==> config.mk <==
export PLATFORM = sky130hd
export DESIGN_NAME = uart_rx_ctrl
export DESIGN_NICKNAME = d
export VERILOG_FILES = /design/src/rtl/uart_rx_ctrl.sv
export SDC_FILE = /design/constraint.sdc
export NUM_CORES = 1
export LEC_CHECK = 0
export CAP_MARGIN = 5
export CORE_MARGIN = 5
export CORE_UTILIZATION = 40
export DETAILED_ROUTE_END_ITERATION = 10
export GPL_TIMING_DRIVEN = 0
export PLACE_DENSITY = 0.72
export SYNTH_ARGS = -nofsm -noshare
export SYNTH_HDL_FRONTEND = slang
export SYNTH_SLANG_ARGS = --single-unit
==> constraint.sdc <==
create_clock -name clk -period 3.3 [get_ports clk]
set_clock_uncertainty 0.15 [all_clocks]
set_input_delay 0.66 -clock clk [delete_from_list [all_inputs] [get_ports clk]]
set_output_delay 0.66 -clock clk [all_outputs]
set_load 0.01 [all_outputs]
==> src/rtl/uart_rx_ctrl.sv <==
// UART RX frame controller: start detection, bit/edge counting, LSB-first deserialise, parity and stop checks.
// Latency: data_valid rises 1+N*prescale cycles after the start bit is first seen (N = start+data+parity+stop).
// Backpressure: none; data_valid is a one-cycle strobe and P_DATA holds until the next good frame.
module uart_rx_ctrl #(
    parameter int DATA_W = 8
) (
    input  logic              clk,
    input  logic              rst,
    input  logic              RX_IN,
    input  logic              PAR_EN,
    input  logic              PAR_TYP,
    input  logic [5:0]        prescale,
    input  logic              sampled_bit,
    output logic              data_samp_en,
    output logic [5:0]        edge_cnt,
    output logic [DATA_W-1:0] P_DATA,
    output logic              data_valid,
    output logic              par_err,
    output logic              stp_err,
    output logic              strt_glitch
);

    localparam int BW = $clog2(DATA_W + 1);

    typedef enum logic [2:0] {IDLE, START, DATA, PARITY, STOP} state_t;

    state_t            state;
    logic [5:0]        ps_last;
    logic [5:0]        ps_clamped;
    logic              par_en_q;
    logic              par_typ_q;
    logic [BW-1:0]     bit_cnt;
    logic [DATA_W-1:0] shift_q;
    logic              parity_q;
    logic              bit_end;

    always_comb begin
        ps_clamped = (prescale < 6'd8) ? 6'd8 : prescale;
        bit_end    = (edge_cnt == ps_last);
    end

    always_ff @(posedge clk) begin
        if (rst) begin
            state        <= IDLE;
            edge_cnt     <= '0;
            bit_cnt      <= '0;
            shift_q      <= '0;
            parity_q     <= 1'b0;
            P_DATA       <= '0;
            data_valid   <= 1'b0;
            par_err      <= 1'b0;
            stp_err      <= 1'b0;
            strt_glitch  <= 1'b0;
            data_samp_en <= 1'b0;
            par_en_q     <= 1'b0;
            par_typ_q    <= 1'b0;
            ps_last      <= 6'd7;
        end else begin
            data_valid  <= 1'b0;
            strt_glitch <= 1'b0;
            if (state == IDLE) begin
                edge_cnt     <= '0;
                data_samp_en <= 1'b0;
                if (!RX_IN) begin
                    // Frame configuration is frozen here; mid-frame input changes are ignored.
                    state        <= START;
                    data_samp_en <= 1'b1;
                    par_err      <= 1'b0;
                    stp_err      <= 1'b0;
                    par_en_q     <= PAR_EN;
                    par_typ_q    <= PAR_TYP;
                    ps_last      <= ps_clamped - 6'd1;
                end
            end else begin
                edge_cnt <= bit_end ? 6'd0 : edge_cnt + 6'd1;
                if (bit_end) begin
                    case (state)
                        START: begin
                            if (sampled_bit) begin
                                strt_glitch  <= 1'b1;
                                state        <= IDLE;
                                data_samp_en <= 1'b0;
                            end else begin
                                state    <= DATA;
                                bit_cnt  <= '0;
                                parity_q <= 1'b0;
                            end
                        end
                        DATA: begin
                            shift_q  <= {sampled_bit, shift_q[DATA_W-1:1]};
                            parity_q <= parity_q ^ sampled_bit;
                            bit_cnt  <= bit_cnt + BW'(1);
                            if (bit_cnt == BW'(DATA_W - 1))
                                state <= par_en_q ? PARITY : STOP;
                        end
                        PARITY: begin
                            if (sampled_bit != (parity_q ^ par_typ_q))
                                par_err <= 1'b1;
                            state <= STOP;
                        end
                        STOP: begin
                            // par_err was cleared at start detection, so it reflects this frame only.
                            if (!sampled_bit)
                                stp_err <= 1'b1;
                            else if (!par_err) begin
                                P_DATA     <= shift_q;
                                data_valid <= 1'b1;
                            end
                            state        <= IDLE;
                            data_samp_en <= 1'b0;
                        end
                        default: begin
                            state        <= IDLE;
                            data_samp_en <= 1'b0;
                        end
                    endcase
                end
            end
        end
    end

endmodule

# Yosys cells after proc, flatten, opt, wreduce, memory -nomap -nowiden
# Cells that the tools add are included.
totals:
  output_inout_bits: 19
  in_bits: 12
  word_cells: 86
  regBits: 43
classes:
  eq_ne: 13
  n_reduce_logical: 18
  n_mux: 28
  add_sub_neg: 3
  n_bitwise: 9
  magnitude_cmp: 1
op_table:
  columns: ["operator", "count"]
  rows:
  - ["$mux W1", 16]
  - ["$mux W3", 5]
  - ["$reduce_and A4 Y1", 3]
  - ["$reduce_bool A2 Y1", 5]
  - ["$pmux W3 S3", 1]
  - ["$reduce_and A3 Y1", 3]
  - ["$pmux W4 S2", 1]
  - ["$not A1 Y1", 7]
  - ["$add A6 B1 Y6 const B", 1]
  - ["$eq A3 B2 Y1 const B", 2]
  - ["$eq A6 B6 Y1", 1]
  - ["$lt A6 B4 Y1 const B", 1]
  - ["$mux W6", 1]
  - ["$ne A3 B3 Y1 const B", 2]
  - ["$sub A6 B1 Y6 const B", 1]
  - ["$reduce_and A5 Y1", 1]
  - ["$reduce_or A5 Y1", 1]
  - ["$add A4 B1 Y4 const B", 1]
  - ["$eq A4 B3 Y1 const B", 1]
  - ["$mux W4", 1]
  - ["$ne A2 B1 Y1 const B", 2]
  - ["$ne A2 B2 Y1 const B", 2]
  - ["$pmux W1 S2", 2]
  - ["$reduce_or A4 Y1", 1]
  - ["9 further kinds", 10]

# Logic depth before layout (Yosys ltp)
depth:
  word_depth: 6
  mapped_depth: 6
  mapped_depth_nobuf: 6

# Worst setup path before layout
# Ideal clock, no wire load.
synth_timing:
  path_type: "input to register"
  startpoint: "input prescale[5]"
  endpoint: "register ps_last[4]"
  arrival_ns: 1.806
  setup_slack_ns: 1.198
  cell_stages: 6
  setup_time_ns: 0.147
  n_path_buf: 0
  required_time_ns: 3.003
  cell_sequence: "or3_1 nand2_1 ha_1 nor3b_1 mux2i_1 a21oi_1"
synth_via:
  elab_chain_cells: 3
synth_lines:
  columns: ["element", "line_no", "rtl"]
  rows:
  - ["start, declared", "12", "input logic [5:0] prescale,"]
  - ["$lt A6 B4 Y1", "38", "ps_clamped = (prescale < 6'd8) ? 6'd8 : prescale;"]
  - ["$mux W6", "38", null]
  - ["$sub A6 B1 Y6", "72", "ps_last <= ps_clamped - 6'd1;"]
  - ["end signal, assigned", "72", null]
  - ["end, declared", "28", "logic [5:0] ps_last;"]
# Every way passes these cells.
# A chain may end at the register's enable or synchronous reset.

# Worst setup path after layout
layout_timing:
  startpoint: "input prescale[4]"
  endpoint: "register ps_last[4]"
layout_via:
  elab_chain_cells: 3
layout_lines:
  columns: ["element", "line_no"]
  rows:
  - ["$lt A6 B4 Y1", "38"]
  - ["$mux W6 *", "38"]
  - ["$sub A6 B1 Y6 *", "72"]
# Every way passes the cells marked *; elsewhere a longest branch is shown, timed or not.

==> impl_metrics.json <==
{
  "status": "finished clean",
  "track_usage_pct": 14.67,
  "cts.sinks": 43,
  "synth_edf_count": 0,
  "hold_ws_ns": 0.3115,
  "ctsHoldBuffers": 0,
  "clock_path_buffers": 2,
  "power_frac_seq_pct": 49.1,
  "synth.area.top_cells": "dfxtp_1 43%, mux2i_1 9.0%, nand2_1 6.0%",
  "drt-pass1-iter-count": 4,
  "drive_above_1_share_pct": 7.752,
  "mostFrequentLayoutCells": "43 x dfxtp_1, 32 x nand2_1, 28 x clkdlybuf4s50_1",
  "ys_ff_latch": 43,
  "drt_iter0_markers": 129,
  "cts_resized": 0,
  "fin_crit_sh_pct": 72.48,
  "endpoint_kind": "register",
  "vias_per_cell": 5.077,
  "initial_utilization_pct": 41.77,
  "max_stage_delay_ns": 0.47,
  "tns_ns": 0,
  "core_um2": 4817,
  "vias": 1650,
  "hpwlAfterDp_um": 3134,
  "layout_commonest_cell": "dfxtp_1",
  "yosys_warnings": 0,
  "cp_slowest_cell": "clkdlybuf4s50_1",
  "startpoint_type": "primary input",
  "swShare_pct": 26.22,
  "max_freq_mhz": 418.1,
  "rsz0062_at_grt": "false",
  "fp-row-count": 25,
  "htreeDepth": 2,
  "path_cells": "clkdlybuf4s50_1 -> or3_1 -> nand2_1 -> ha_1 -> nor3b_1 -> mux2i_1 -> a21oi_1",
  "hold_path_class": "register to register",
  "power_density_nw_per_um2": 452.3,
  "grt_max_degree": 15,
  "io_pins": 31,
  "synth.top_cell.area_share_pct": 42.79,
  "cts_root_buf": "clkbuf_8",
  "crit_type": "primary input to register",
  "worst-path-max-fanout": 5,
  "combPwrFrac_pct": 14.5,
  "wirelength_um": 4342,
  "async_flop_share_pct": 0,
  "port_buffers": 28,
  "p_switching_mw": 0.2951,
  "cts_setup_buffers": 0,
  "drv_slew": 0,
  "ir_drop_v": 0.0002448,
  "dieArea_um2": 6548,
  "cts_tree": "built",
  "cell_internal_pwr_mw": 0.8306,
  "syn_to_final_growth_pct": 23.69,
  "worst_pin_slew_ns": 0.9088,
  "diodes": 0,
  "nets": 272,
  "clk_pin_slew_ns": 0.08,
  "ant_nets": 0,
  "grt-ovfl-total": 0,
  "setup_viol": 0,
  "p_leak_nw": 0.9086,
  "clkLatencyLatePin_ns": 0.30,
  "wl_per_cell_um": 13.36,
  "fin_crit_ns": 2.392,
  "maxSlewHeadroom_pct": 38.91,
  "maxCapViolCount": 0,
  "dieHeight_um": 80.92,
  "required_ns": 3.30,
  "gp_congestion": 0.8107,
  "grt_pass1_vias": 1651,
  "antenna_found_initial": 0,
  "post-synth-top-area-cell": "dfxtp_1",
  "syn_area_um2": 2012,
  "drc_errors": 0,
  "synth_cells": 222,
  "power.share.clock_pct": 36.4,
  "dieWidth_um": 80.92,
  "grt_pass1_wl_um": 7638,
  "synth.avg_cell_area_um2": 9.063,
  "hold_viol": 0,
  "cp_top_family": "simple AND/OR/NAND/NOR gates",
  "worstPathArrival_ns": 2.40,
  "synth_ff_type": "dfxtp_1",
  "ys_seq_area_share_pct": 42.79,
  "synth_nets": 237,
  "synth.distinct_cells": 45,
  "numCtsBuffers": 5,
  "critical_path_buf_inv_count": 1
}
-- synth_stat cells, types with 2 or more instances --
cell	number
dfxtp_1	43
nand2_1	32
nor2_1	19
mux2i_1	18
clkbuf_1	10
a21oi_1	9
o21ai_0	8
or3_1	6
inv_1	5
nand3_1	5
nor2b_1	5
nor3_1	5
xnor2_1	5
o311ai_0	4
xnor2_2	4
buf_2	3
ha_1	3
nor4_1	3
or4_1	3
xor2_1	3
nor3b_1	2
nor4_2	2
o32ai_1	2
o41ai_1	2
-- tightest hold or removal path, stage by stage (launching register included) --
cell and delay, ns:
dfxtp_1 0.31, nand2_1 0.05, mux2i_1 0.06
-- power groups by stage --
stage / registers, mW / logic, mW / clock network [mW]
after floorplan: 0.564 / 0.112 / 0
after global placement: 0.565 / 0.159 / 0
after detailed placement: 0.565 / 0.161 / 0
after CTS: 0.553 / 0.162 / 0.420
after global routing: 0.556 / 0.182 / 0.443
final: 0.553 / 0.163 / 0.410
-- layer usage --
| metal | GRT usage (%) | up-vias | wire length [um] |
|---|---|---|---|
| li1 | - | 854 | - |
| met1 | 19.75 | 756 | 2163 |
| met2 | 22.09 | 33 | 1952 |
| met3 | 3.437 | 7 | 149 |
| met4 | 6.926 | 0 | 76 |
| met5 | 0 | - | 0 |
-- stage by stage --
stage               instances  setup WS [ns]  utilization, %  instance area [um^2]  total power [mW]
global placement          317         0.6067           49.32                  2376            0.7234
global route              325         0.7854           51.66                  2489             1.181
finish                    325         0.9080           51.66                  2489             1.126
floorplan                 222          1.198               -                  2012            0.6756
CTS                       325         0.9054           51.66                  2489             1.135
detailed placement        317         0.6046           49.32                  2376            0.7261
-- sequential cells by signal (all words and copies together) (netlist names) --
signal / cells
data_valid: 1
P_DATA: 8
edge_cnt: 6
bit_cnt: 4
stp_err: 1
shift_q: 8
data_samp_en: 1
par_err: 1
par_en_q: 1
par_typ_q: 1
parity_q: 1
strt_glitch: 1
state: 3
ps_last: 6
-- final cells by class --
type                       count  area [um^2]
fill                         491         2328
multi-input combinational    160         1076
sequential                    43        860.8
timing repair buffer          28        280.3
tap                           67        83.83
clock buffer                   5        68.82
buffer                        13        52.55
clock inverter                 3        43.79
inverter                       6        22.52
-- logic make-up after synthesis --
group / Yosys count / synth area share, %
flip-flops: 43 / 42.79
adder cells (fa/ha/maj): 3 / 1.866
AND/OR/NAND/NOR: 90 / 23.20
buffers and inverters: 19 / 3.731
multiplexers: 18 / 8.955
AO/OA/AOI/OAI: 37 / 12.75
XOR/XNOR: 12 / 6.716
-- final timing paths --
path,from,to,slack (ns),cells past startpoint
worst max-delay path,prescale[4],ps_last[4],0.91,7
worst min-delay path,P_DATA[3],P_DATA[3],0.31,2
worst max register to register,state[0],state[1],1.08,5
worst min register to register,P_DATA[3],P_DATA[3],0.31,2
(Power assumes the default switching activity.)
==> RTL change, RTL diff (same settings) <==
The 5 states of `state_t` get a one-hot encoding in 5 bits.
--- a/src/rtl/uart_rx_ctrl.sv
+++ b/src/rtl/uart_rx_ctrl.sv
@@ -23,5 +23,5 @@
     localparam int BW = $clog2(DATA_W + 1);
 
-    typedef enum logic [2:0] {IDLE, START, DATA, PARITY, STOP} state_t;
+    typedef enum logic [4:0] {IDLE = 5'b00001, START = 5'b00010, DATA = 5'b00100, PARITY = 5'b01000, STOP = 5'b10000} state_t;
 
     state_t            state;
Formal check against the unedited RTL: same outputs for any inputs over 10 cycles, from zero or initial values and one cycle with rst high; not proved beyond that.
==> RTL change against the original RTL <==
- setup slack better by 87 ps
- sequential cell count up 2
- sequential share of layout area up 2.1 points
- total power down 2.2%
- final area down 1.2%
- synthesized area down 0.87%
- routed wire length down 1.1%
==> RTL change: results (changes against the original RTL) <==
Crit path max fanout - 6 (+1)
Number of port buffers - 29 (+3.6%)
Slew HR - 67.7% (+29 points)
1st-iter DRT viols - 95 (-26%)
Synthesized Nets - 246 (+3.8%)
GP Congestion - 0.830 (+2.4%)
Leakage dissipation - 0.862 nW (-5.2%)
Post-synth ARST share - 0% (unchanged)
Fin nets - 282 (+3.7%)
First-pass GRT wire length - 7580 um (-0.72%)
Regs by FF count - P_DATA x8, shift_q x8
Worst slack, placed - 704 ps (+99.4 ps)
M1 GR Usage - 18.0% (-1.7 points)
Post-cts gate resize count - 0 (unchanged)
Critical Path AT - 2370 ps (-30 ps)
Met2 Use GR - 24.3% (+2.2 points)
Grt met3 use - 4.71% (+1.3 points)
Seq/Total Area, Yosys - 45.2% (+2.4 points)
Global-route usage over all layers - 15.0% (+0.35 points)
VDD IR max - 221 uV (-9.7%)
DP Area - 2370 um2 (-0.32%)
Top post-synthesis cells by area - dfxtp_1 (45%), nand2_1 (6.0%), nor2_1 (5.5%)
Hold/Removal Path Class - reg2reg
Vias in the first global route - 1,733 (+5.0%)
Commonest cells in the netlist - dfxtp_1 (45), nand2_1 (32), nor2_1 (29)
Largest net degree at the start of global routing - 16 (+1)
Int Pwr - 0.793 mW (-4.5%)
Outcome - finished, final reports clean
Yosys cell types - 44 (-2.2%)
Initial antenna violation count - 0 (unchanged)
Vias per cell - 5.07 (-0.10%)
Post-detail-place hpwl - 3210 um (+2.5%)
Synth Flop Type - dfxtp_1
Wire length per cell - 12.8 um (-4.0%)
Share of cells above drive strength 1 - 7.09% (-0.66 points)
Slowest cell delay on critical path - 540 ps (+70 ps)
RTL change: cell count changes after synthesis, moves of 4 or more:
| cell | unedited run | this run |
|---|---|---|
| clkbuf_1 | 10 | 6 |
| mux2i_1 | 18 | 9 |
| nand3_1 | 5 | 16 |
| nor2_1 | 19 | 29 |
| nor2b_1 | 5 | 1 |
| o21ai_0 | 8 | 1 |
| xnor2_1 | 5 | 10 |
| xnor2_2 | 4 | 0 |
RTL change: final cells by class:
cell class,instances,area (um2)
timing repair buffer,29,290
buffer,11,53.8
sequential,45,901
tap,67,83.8
clock buffer,5,68.8
multi-input combinational,169,1020
clock inverter,3,21.3
fill,468,2330
inverter,6,22.5
RTL change: tightest hold or removal path, delay by kind of cell (launching register included):
family          cells  cell delay, ps
simple gates        1              50
flops               1             320
compound gates      1              50
RTL change: cell families (layout without fill, tap and decap cells):
logic type | after synthesis | in the layout | synth area share, %
flops | 45 | 45 | 45.2
mux | 9 | 9 | 4.52
compound gates | 36 | 36 | 12.5
simple gates | 108 | 108 | 26.4
fa+ha+maj | 3 | 3 | 1.88
xor+xnor | 13 | 13 | 5.71
buf+inv | 17 | 54 | 3.83
RTL change: worst paths after layout:
kind                      startpoint                       to  slack (ps)  depth (start not counted)
max                      sampled_bit  bit_cnt[0]$_SDFFE_PP0P_        1000                          6
min          shift_q[0]$_SDFFE_PP0P_  shift_q[0]$_SDFFE_PP0P_         310                          2
max reg2reg   edge_cnt[0]$_SDFF_PP0_    state[0]$_SDFFE_PP1P_        1210                          5
min reg2reg  shift_q[0]$_SDFFE_PP0P_  shift_q[0]$_SDFFE_PP0P_         310                          2
RTL change: metrics by stage:
stage	util, %	std cells	hold slack [ps]
final	51.4	335	311
after detailed placement	49.5	327	301
after global routing	51.4	335	332
after CTS	51.4	335	314
after floorplan	-	231	286
after global placement	49.5	327	296
RTL change: power groups by stage:
stage	clock network (mW)	logic, mW	registers [mW]
6_report	0.340	0.171	0.590
5_1_grt	0.377	0.194	0.593
4_1_cts	0.353	0.171	0.590
3_5_place_dp	0	0.170	0.602
3_3_place_gp	0	0.168	0.602
2_1_floorplan	0	0.117	0.599
RTL change: per-layer routing:
| layer | up-vias | part of all wire, % |
|---|---|---|
| li1 | 880 | - |
| met1 | 776 | 46 |
| met2 | 37 | 47 |
| met3 | 6 | 5.3 |
| met4 | 0 | 1.5 |
| met5 | - | 0 |
